### config.mk
export PLATFORM = sky130hd
export DESIGN_NAME = uart_rx_core
export DESIGN_NICKNAME = d
export VERILOG_FILES = /design/src/rtl/rs232_pkg.sv /design/src/rtl/uart_rx_core.sv
export SDC_FILE = /design/constraint.sdc
export NUM_CORES = 1
export LEC_CHECK = 0
export ABC_AREA = 1
export CELL_PAD_IN_SITES_DETAIL_PLACEMENT = 1
export CELL_PAD_IN_SITES_GLOBAL_PLACEMENT = 1
export CORE_MARGIN = 1.5
export CORE_UTILIZATION = 47
export CTS_CLUSTER_SIZE = 16
export DETAILED_ROUTE_END_ITERATION = 8
export GPL_TIMING_DRIVEN = 0
export PLACE_DENSITY = 0.88
export SLEW_MARGIN = 20
export SYNTH_ARGS = -nofsm -noshare
export SYNTH_HDL_FRONTEND = slang
export SYNTH_SLANG_ARGS = --single-unit
### constraint.sdc
create_clock -name clk_i -period 2.5 [get_ports clk_i]
set_input_delay 0.5 -clock clk_i [delete_from_list [all_inputs] [get_ports clk_i]]
set_output_delay 0.5 -clock clk_i [all_outputs]
set_load 0.02 [all_outputs]
### src/rtl/rs232_pkg.sv
// Shared encodings and baud helpers for the RS232 test link (RX and TX sides).
package rs232_pkg;

  typedef enum logic [1:0] {
    RxIdle,
    RxStart,
    RxData,
    RxStop
  } rx_state_e;

  typedef enum logic {
    ChkHunt,
    ChkLocked
  } chk_state_e;

  // Clock cycles per bit, integer-truncated.
  function automatic int unsigned calc_div(input int unsigned clk_hz, input int unsigned baud);
    return clk_hz / baud;
  endfunction

  // Cycles from the start edge to the mid-start-bit check.
  function automatic int unsigned calc_half_div(input int unsigned clk_hz,
                                                input int unsigned baud);
    return calc_div(clk_hz, baud) / 2;
  endfunction

endpackage

### src/rtl/uart_rx_core.sv
// 8N1 UART receiver: RXD synchroniser, baud counter, RX FSM and shift register.
module uart_rx_core
  import rs232_pkg::*;
#(
  parameter int unsigned CLK_HZ = 50000000,
  parameter int unsigned BAUD   = 115200
) (
  input  logic       clk_i,
  input  logic       rst_ni,
  input  logic       rxd_i,
  output logic [7:0] data_o,
  output logic       valid_o,
  output logic       frame_err_o
);

  localparam int unsigned Div  = calc_div(CLK_HZ, BAUD);
  localparam int unsigned Half = calc_half_div(CLK_HZ, BAUD);
  localparam int unsigned CntW = $clog2(Div);

  logic [1:0]      sync_q;
  logic [1:0]      flush_q;
  logic            prev_line_q;
  logic            line;
  logic            fall;
  rx_state_e       state_q, state_d;
  logic [CntW-1:0] cnt_q, cnt_d;
  logic [2:0]      bit_q, bit_d;
  logic [7:0]      shift_q, shift_d;
  logic [7:0]      data_q, data_d;
  logic            valid_q, valid_d;
  logic            ferr_q, ferr_d;

  assign line = sync_q[1];
  // prev_line_q stays 0 until the synchroniser has flushed its reset value, so a line that
  // is low when reset releases must first go high before a start edge can be seen.
  assign fall = prev_line_q & ~line;

  // Synchroniser and start-edge history.
  always_ff @(posedge clk_i or negedge rst_ni) begin
    if (!rst_ni) begin
      sync_q      <= 2'b11;
      flush_q     <= 2'b00;
      prev_line_q <= 1'b0;
    end else begin
      sync_q      <= {sync_q[0], rxd_i};
      flush_q     <= {flush_q[0], 1'b1};
      if (flush_q[1]) begin
        prev_line_q <= line;
      end
    end
  end

  // RX FSM state and datapath registers.
  always_ff @(posedge clk_i or negedge rst_ni) begin
    if (!rst_ni) begin
      state_q <= RxIdle;
      cnt_q   <= '0;
      bit_q   <= '0;
      shift_q <= '0;
      data_q  <= '0;
      valid_q <= 1'b0;
      ferr_q  <= 1'b0;
    end else begin
      state_q <= state_d;
      cnt_q   <= cnt_d;
      bit_q   <= bit_d;
      shift_q <= shift_d;
      data_q  <= data_d;
      valid_q <= valid_d;
      ferr_q  <= ferr_d;
    end
  end

  // Next-state: half-bit start check, 8 LSB-first data samples, stop-bit sample.
  always_comb begin
    state_d = state_q;
    cnt_d   = cnt_q + CntW'(1);
    bit_d   = bit_q;
    shift_d = shift_q;
    data_d  = data_q;
    valid_d = 1'b0;
    ferr_d  = 1'b0;
    unique case (state_q)
      RxIdle: begin
        cnt_d = '0;
        if (fall) begin
          state_d = RxStart;
        end
      end
      RxStart: begin
        if (cnt_q == CntW'(Half - 1)) begin
          cnt_d   = '0;
          bit_d   = '0;
          state_d = line ? RxIdle : RxData;
        end
      end
      RxData: begin
        if (cnt_q == CntW'(Div - 1)) begin
          cnt_d   = '0;
          shift_d = {line, shift_q[7:1]};
          if (bit_q == 3'd7) begin
            state_d = RxStop;
          end else begin
            bit_d = bit_q + 3'd1;
          end
        end
      end
      RxStop: begin
        if (cnt_q == CntW'(Div - 1)) begin
          cnt_d   = '0;
          state_d = RxIdle;
          if (line) begin
            data_d  = shift_q;
            valid_d = 1'b1;
          end else begin
            ferr_d = 1'b1;
          end
        end
      end
      default: state_d = RxIdle;
    endcase
  end

  assign data_o      = data_q;
  assign valid_o     = valid_q;
  assign frame_err_o = ferr_q;

endmodule

==> results.json <==
{
  "status": "completed",
  "whs_ns": 0.06955,
  "clockRootBuffer": "clkbuf_4",
  "antenna-diode-count": 0,
  "cp-end-kind": "primary output",
  "cp-endpoint": "data_o[5]",
  "drtPass1Iterations": 4,
  "path_depth": 1,
  "drv_cap": 0,
  "drive_gt1_share_pct": 19.12,
  "antenna_left": 0,
  "synth_adder_area_share_pct": 3.709,
  "max_freq_mhz": 530.2,
  "grtUsageTotal_pct": 21.88,
  "synth-edff-count": 0,
  "p_leak_nw": 0.9675,
  "cts_resized": 0,
  "vias_per_cell": 4.904,
  "rsz0062_at_grt": "false",
  "synth_xor_area_share_pct": 2.596,
  "crit_slowest_cell": "clkdlybuf4s50_1",
  "die-area_um2": 3957,
  "cts.sink_count": 37,
  "cp_cell_sequence": "clkdlybuf4s50_1",
  "synth_fp_nets": 191,
  "critPathArrivalTime_ns": 1.39,
  "dieWidth_um": 62.91,
  "grt_max_degree": 23,
  "postCtsHoldBufs": 0,
  "fin_tns_setup_ns": 0,
  "timing.final.hold_violations": 0,
  "yosysMostFrequentCell": "nand2_1",
  "dp_hpwl_mm": 2.746,
  "synthFlopType": "dfrtp_1",
  "fin_worst_skew_ns": 0.007210,
  "reg2reg_depth": 10,
  "yosysSeqAreaShare_pct": 55.04,
  "grt_antenna_before_repair": 0,
  "io_buffers": 12,
  "muxShareOfSynthArea_pct": 0,
  "synth-simple-area-share_pct": 23.22,
  "slew_violations": 0,
  "finalNonFillerCells": 250,
  "synth_common_cells": "nand2_1 (50), dfrtp_1 (35), inv_1 (21)",
  "syn_to_final_growth_pct": 16.84,
  "synth_top_family_by_area": "simple AND/OR/NAND/NOR gates",
  "crit_type": "reg2out",
  "routabilityCongestion": 0.8151,
  "ys_ff_latch": 37,
  "coreArea_um2": 3390,
  "rr_endpoint": "data_o[5]",
  "placed_cells": 242,
  "powerDensity_nw_per_um2": 781.9,
  "drc_errors": 0,
  "worst_ir_drop_vdd_uv": 377.4,
  "initial_core_util_pct": 49.76,
  "syn_inst": 183,
  "grt_pass1_vias": 1393,
  "fp.dieH_um": 62.91,
  "critical_path_buf_inv_count": 1,
  "critPathLaunch": "data_o[5]",
  "cts-buffers-inserted": 5,
  "slowest_delay_ns": 0.64,
  "cts_tree": "done",
  "worst_hold_path_type": "in2async",
  "synth_top_cell_area_share_pct": 51.93,
  "grt_pass1_wl_mm": 6.637,
  "period_share_pct": 75.44,
  "yosysWarnings": 0,
  "r2r-start": "cnt_q[1]",
  "async_flop_share_pct": 100.0,
  "synth_compound_area_share_pct": 7.493,
  "start_kind": "flip-flop",
  "power_mw": 1.541,
  "rows": 21,
  "cts.htree.levels": 2,
  "gr-total-overflow": 0,
  "wl_mm": 3.636,
  "setup_violations": 0,
  "wl_per_cell_um": 14.54,
  "via_count": 1226,
  "drt_iter0_drc": 68,
  "critPathRequiredTime_ns": 2.00,
  "crit_family": "buffers and inverters",
  "synth_area_um2": 1687,
  "synth_cell_type_count": 25,
  "fillers": 380,
  "io_pins": 13,
  "postCtsSetupBuffers": 0,
  "crit_fanout": 2,
  "clock_latency_ns": 0.35,
  "netlist_top_cells_area": "dfrtp_1 (52%), nand2_1 (11%), inv_1 (4.7%), ha_1 (3.7%), o21ai_2 (3.6%)",
  "yosysTopAreaCell": "dfrtp_1",
  "cts_buffer_depth": 2,
  "clk_pin_slew_worst_paths_ns": 0.12,
  "nets": 211,
  "syn_avg_cell_area_um2": 9.216,
  "finalCriticalPeriod_ns": 1.886,
  "reg2reg_slack_ns": 0.86
}
## cells by family (layout without fill, tap and decap cells)
group,Yosys count,count (layout)
AO/OA/AOI/OAI,20,20
buffers and inverters,30,51
other,1,1
AND/OR/NAND/NOR,85,85
adder cells (fa/ha/maj),5,5
flip-flops,37,37
XOR/XNOR,5,5
## worst min-delay path by stage
| stage | from | end | slack (ns) | depth (start not counted) |
|---|---|---|---|---|
| 2_1_floorplan | rst_ni | asynchronous set/reset pin | 0.20 | 0 |
| 3_3_place_gp | flush_q[0] | flush_q[1] | 0.34 | 0 |
| 3_5_place_dp | sync_q[0] | sync_q[1] | 0.35 | 0 |
| 4_1_cts | rst_ni | bit_q[1] | 0.07 | 1 |
| 5_1_grt | rst_ni | cnt_q[1] | 0.09 | 1 |
| 6_report | rst_ni | cnt_q[1] | 0.07 | 1 |
## area by class of cell
type	count	area, um^2	share of cell area, %
sequential	37	928.4	47.11
multi-input combinational	116	628.1	31.87
timing repair buffer	13	142.6	7.238
inverter	28	107.6	5.460
tap	46	57.56	2.921
clock inverter	3	46.29	2.349
clock buffer	5	37.54	1.905
buffer	2	22.52	1.143
## where the power goes
part           internal [mW]  total [mW]  switching [mW]
registers              0.657       0.735          0.0787
clock network          0.212       0.421           0.210
logic                  0.123       0.384           0.261
## cell usage in the layout, fill, tap and decap left out, drive strengths merged, types with 3 or more instances in the layout
cell / instances
o21ai: 18
xor2: 3
clkbuf: 5
clkdlybuf4s50: 11
buf: 4
dfrtp: 35
nand2: 56
inv: 28
nor2: 20
ha: 5
nand3: 6
## layer usage
metal	vias up	GRT usage (%)	wire length, um
met1	604	27.34	1618
met4	0	6.111	43
met2	19	37.10	1844
li1	596	-	-
met5	-	0	0
met3	7	6.126	130
## state kept, by name, indices dropped and copies added, names as in the netlist, named ones only
register     cells
bit_q            3
cnt_q            9
data_o           8
flush_q          2
frame_err_o      1
prev_line_q      1
shift_q          8
state_q          1
sync_q           2
valid_o          1
## stage by stage
step                instance area [um^2]  util (%)  worst slack [ns]
finish                              1971     58.14            0.6140
global route                        1971     58.14            0.5623
CTS                                 1971     58.14            0.5960
detailed placement                  1887     55.67            0.8784
global placement                    1864     55.00            0.1394
floorplan                           1687         -             1.088
## worst reg2reg max path, stage by stage, from the launching register on
cell and delay, ns:
dfrtp_1 0.42, inv_1 0.11, ha_1 0.16, nand2_1 0.05
nor2_1 0.18, nand2_4 0.11, inv_4 0.09, nand3_4 0.11
buf_6 0.18, nand2_2 0.07, o21ai_2 0.05
(Power assumes the default switching activity.)
==> RTL change: new RTL, same settings <==
Put one more register stage on the output `frame_err_o`, cleared by the reset. The value now appears one clock later. The other outputs are not delayed to match.
--- a/src/rtl/uart_rx_core.sv
+++ b/src/rtl/uart_rx_core.sv
@@ -123,7 +123,13 @@
 
   assign data_o      = data_q;
   assign valid_o     = valid_q;
-  assign frame_err_o = ferr_q;
+  always_ff @(posedge clk_i or negedge rst_ni) begin
+    if (!rst_ni) begin
+      frame_err_o <= '0;
+    end else begin
+      frame_err_o <= ferr_q;
+    end
+  end
 
 endmodule
 
Formal check against the unedited RTL: no difference found for any inputs over 10 cycles, from zero or initial values and one cycle with rst_ni low; that may be too few to reach the edited logic, so the function may still have changed.
==> RTL change against the original RTL <==
Clock power fell by 23%; core utilization decreased by 0.41 points; routed wire length is 1.0% higher; worst setup slack improved by 0.055 ns; area after synthesis grew 1.5%; total power decreased by 5.5%; non-clock buffer count unchanged; sequential cell count up 1; via count up 3.7%; design area barely moved; critical endpoint is now data_o[6]; largest cell class unchanged.
==> RTL change: results (changes against the original RTL) <==
Most numerous cell types in the synthesized netlist: sky130_fd_sc_hd__nand2_1 (50), sky130_fd_sc_hd__dfrtp_1 (36), sky130_fd_sc_hd__inv_1 (21), sky130_fd_sc_hd__nor2_1 (16), sky130_fd_sc_hd__o21ai_1 (8) (was sky130_fd_sc_hd__nand2_1 (50), sky130_fd_sc_hd__dfrtp_1 (35), sky130_fd_sc_hd__inv_1 (21), sky130_fd_sc_hd__nor2_1 (16), sky130_fd_sc_hd__o21ai_1 (8)). The total nets after synthesis is 192 (was 191), and the total global-route track usage is 0.216 (was 0.219). The share of flip-flops with an asynchronous set or reset is 1.00 (unchanged), and the number of distinct library cells after synthesis is 25 (unchanged). Share of cells above drive strength 1: 0.185 (was 0.191).

First-pass GRT wire length: 6570 um (was 6640 um). The highest-delay cell along the critical path is sky130_fd_sc_hd__clkdlybuf4s50_1 (unchanged). Top cells by area, synth: sky130_fd_sc_hd__dfrtp_1 (53%), sky130_fd_sc_hd__nand2_1 (11%), sky130_fd_sc_hd__inv_1 (4.6%) (was sky130_fd_sc_hd__dfrtp_1 (52%), sky130_fd_sc_hd__nand2_1 (11%), sky130_fd_sc_hd__inv_1 (4.7%)). The worst-path maximum fanout came out at 2 (unchanged). The final setup slack of the worst path came out at 0.669 ns (was 0.614 ns). The leakage power total was 0.975 nW (was 0.968 nW); the largest voltage drop on the vdd net was 0.539 mV (was 0.377 mV). The maximum cell stage delay along the critical path is 0.62 ns (was 0.64 ns), and the layout-stage area growth over the synthesis result is 15.2% (was 16.8%). The share of the yosys chip area belonging to registers was 0.557 (was 0.550). The pin count of the biggest net entering global routing was 25 (was 23); the worst slack at placement was 0.882 ns (was 0.878 ns). The run gives 0 (unchanged) as the number of antenna violations at the first check in global routing. The routed length per placed instance works out to 14.6 um (was 14.5 um). The post-synth design cell area is 0.00171 mm2 (was 0.00169 mm2). The via count of the first global-routing pass came out at 1450 (was 1393). The run gives 0.803 (was 0.815) as the final estimated routing congestion in global placement.

The detailed-route vias per instance is 5.06 (was 4.90). The clock latency reported for the late side of the worst-skew pair came out at 0.33 ns (was 0.35 ns). The clock slew at the register clock pins of the worst setup and hold paths came out at 0.10 ns (was 0.12 ns). The run gives 0.00191 mm2 (was 0.00189 mm2) as the cell area reported after detailed placement. The tools report the post-detailed-placement half-perimeter wirelength as 2840 um (was 2750 um).

The register ranked first by flip-flop count is cnt_q (unchanged). The iteration-0 DRC count of the detailed router is 81 (was 68). The flow ran to the end, and the final reports show no timing, DRC or antenna violations. Number of inserted filler cells in the final layout: 413 (was 380). The final worst clock skew was 0.00510 ns (was 0.00721 ns). The run gives 212 (was 211) as the number of nets in the finished design. For the number of search-and-repair iterations in the first detailed-routing pass, the log shows 5 (was 4).
## RTL change: cell types whose count changed in the layout (fill, tap and decap cells not counted), sizes merged
| cell | before | now |
|---|---|---|
| clkinvlp | 1 | 0 |
| bufinv | 1 | 0 |
| dfrtp | 35 | 36 |
| clkbuf | 5 | 7 |
## RTL change: path summary, 6_finish.rpt
path	start	end	slack [ns]
worst min register to register	sync_q[0]	sync_q[1]	0.36
worst max register to register	cnt_q[1]	data_o[6]	0.88
worst max-delay path	data_o[6]	data_o[6]	0.67
worst min-delay path	rst_ni	cnt_q[2]	0.07
max in group asynchronous	rst_ni	asynchronous set/reset pin	1.98
min in group clk_i	sync_q[0]	sync_q[1]	0.36
## RTL change: cells by family after synthesis
| kind of cell | after synthesis | synth area share |
|---|---|---|
| and+or+nand+nor | 85 | 0.229 |
| DFF | 38 | 0.557 |
| buffers and inverters | 30 | 0.0760 |
| AOI/OAI and AO/OA | 20 | 0.0738 |
| xor gates and xnor gates | 5 | 0.0256 |
| adders and majority gates | 5 | 0.0365 |
| other | 1 | 0.00219 |
## RTL change: routing by layer
metal  track usage  share of wire
met2         0.397           0.54
met1         0.242           0.41
met4        0.0978          0.024
met3        0.0375          0.031
met5             0              0
## RTL change: worst register-to-register path, cell delays in order (launching register included)
cell	delay, ns
sky130_fd_sc_hd__dfrtp_1	0.41
sky130_fd_sc_hd__inv_1	0.09
sky130_fd_sc_hd__ha_1	0.15
sky130_fd_sc_hd__nand2_1	0.06
sky130_fd_sc_hd__nor2_1	0.20
sky130_fd_sc_hd__nand2_4	0.11
sky130_fd_sc_hd__inv_4	0.09
sky130_fd_sc_hd__nand3_4	0.11
sky130_fd_sc_hd__buf_6	0.19
sky130_fd_sc_hd__nand2_2	0.07
sky130_fd_sc_hd__o21ai_2	0.05
## RTL change: layout make-up
cell class | instances | share of cell area
plain buffers | 2 | 0.0114
clock buffers | 7 | 0.0279
clock inverters | 1 | 0.00254
inverters | 28 | 0.0546
multi-input cells | 116 | 0.319
flip-flops and latches | 38 | 0.484
well taps | 46 | 0.0292
repair buffers | 13 | 0.0723
## RTL change: per-stage QoR
step	cells	total power, W
2_1_floorplan	184	0.00102
3_3_place_gp	242	0.00109
3_5_place_dp	243	0.00115
4_1_cts	251	0.00148
5_1_grt	251	0.00156
6_report	251	0.00146
## RTL change: power breakdown
part | internal, W | total (W) | switching [W] | leakage (nW)
clock network | 0.000136 | 0.000324 | 0.000188 | 0.0353
registers | 0.000673 | 0.000747 | 0.0000742 | 0.510
logic | 0.000122 | 0.000385 | 0.000263 | 0.430
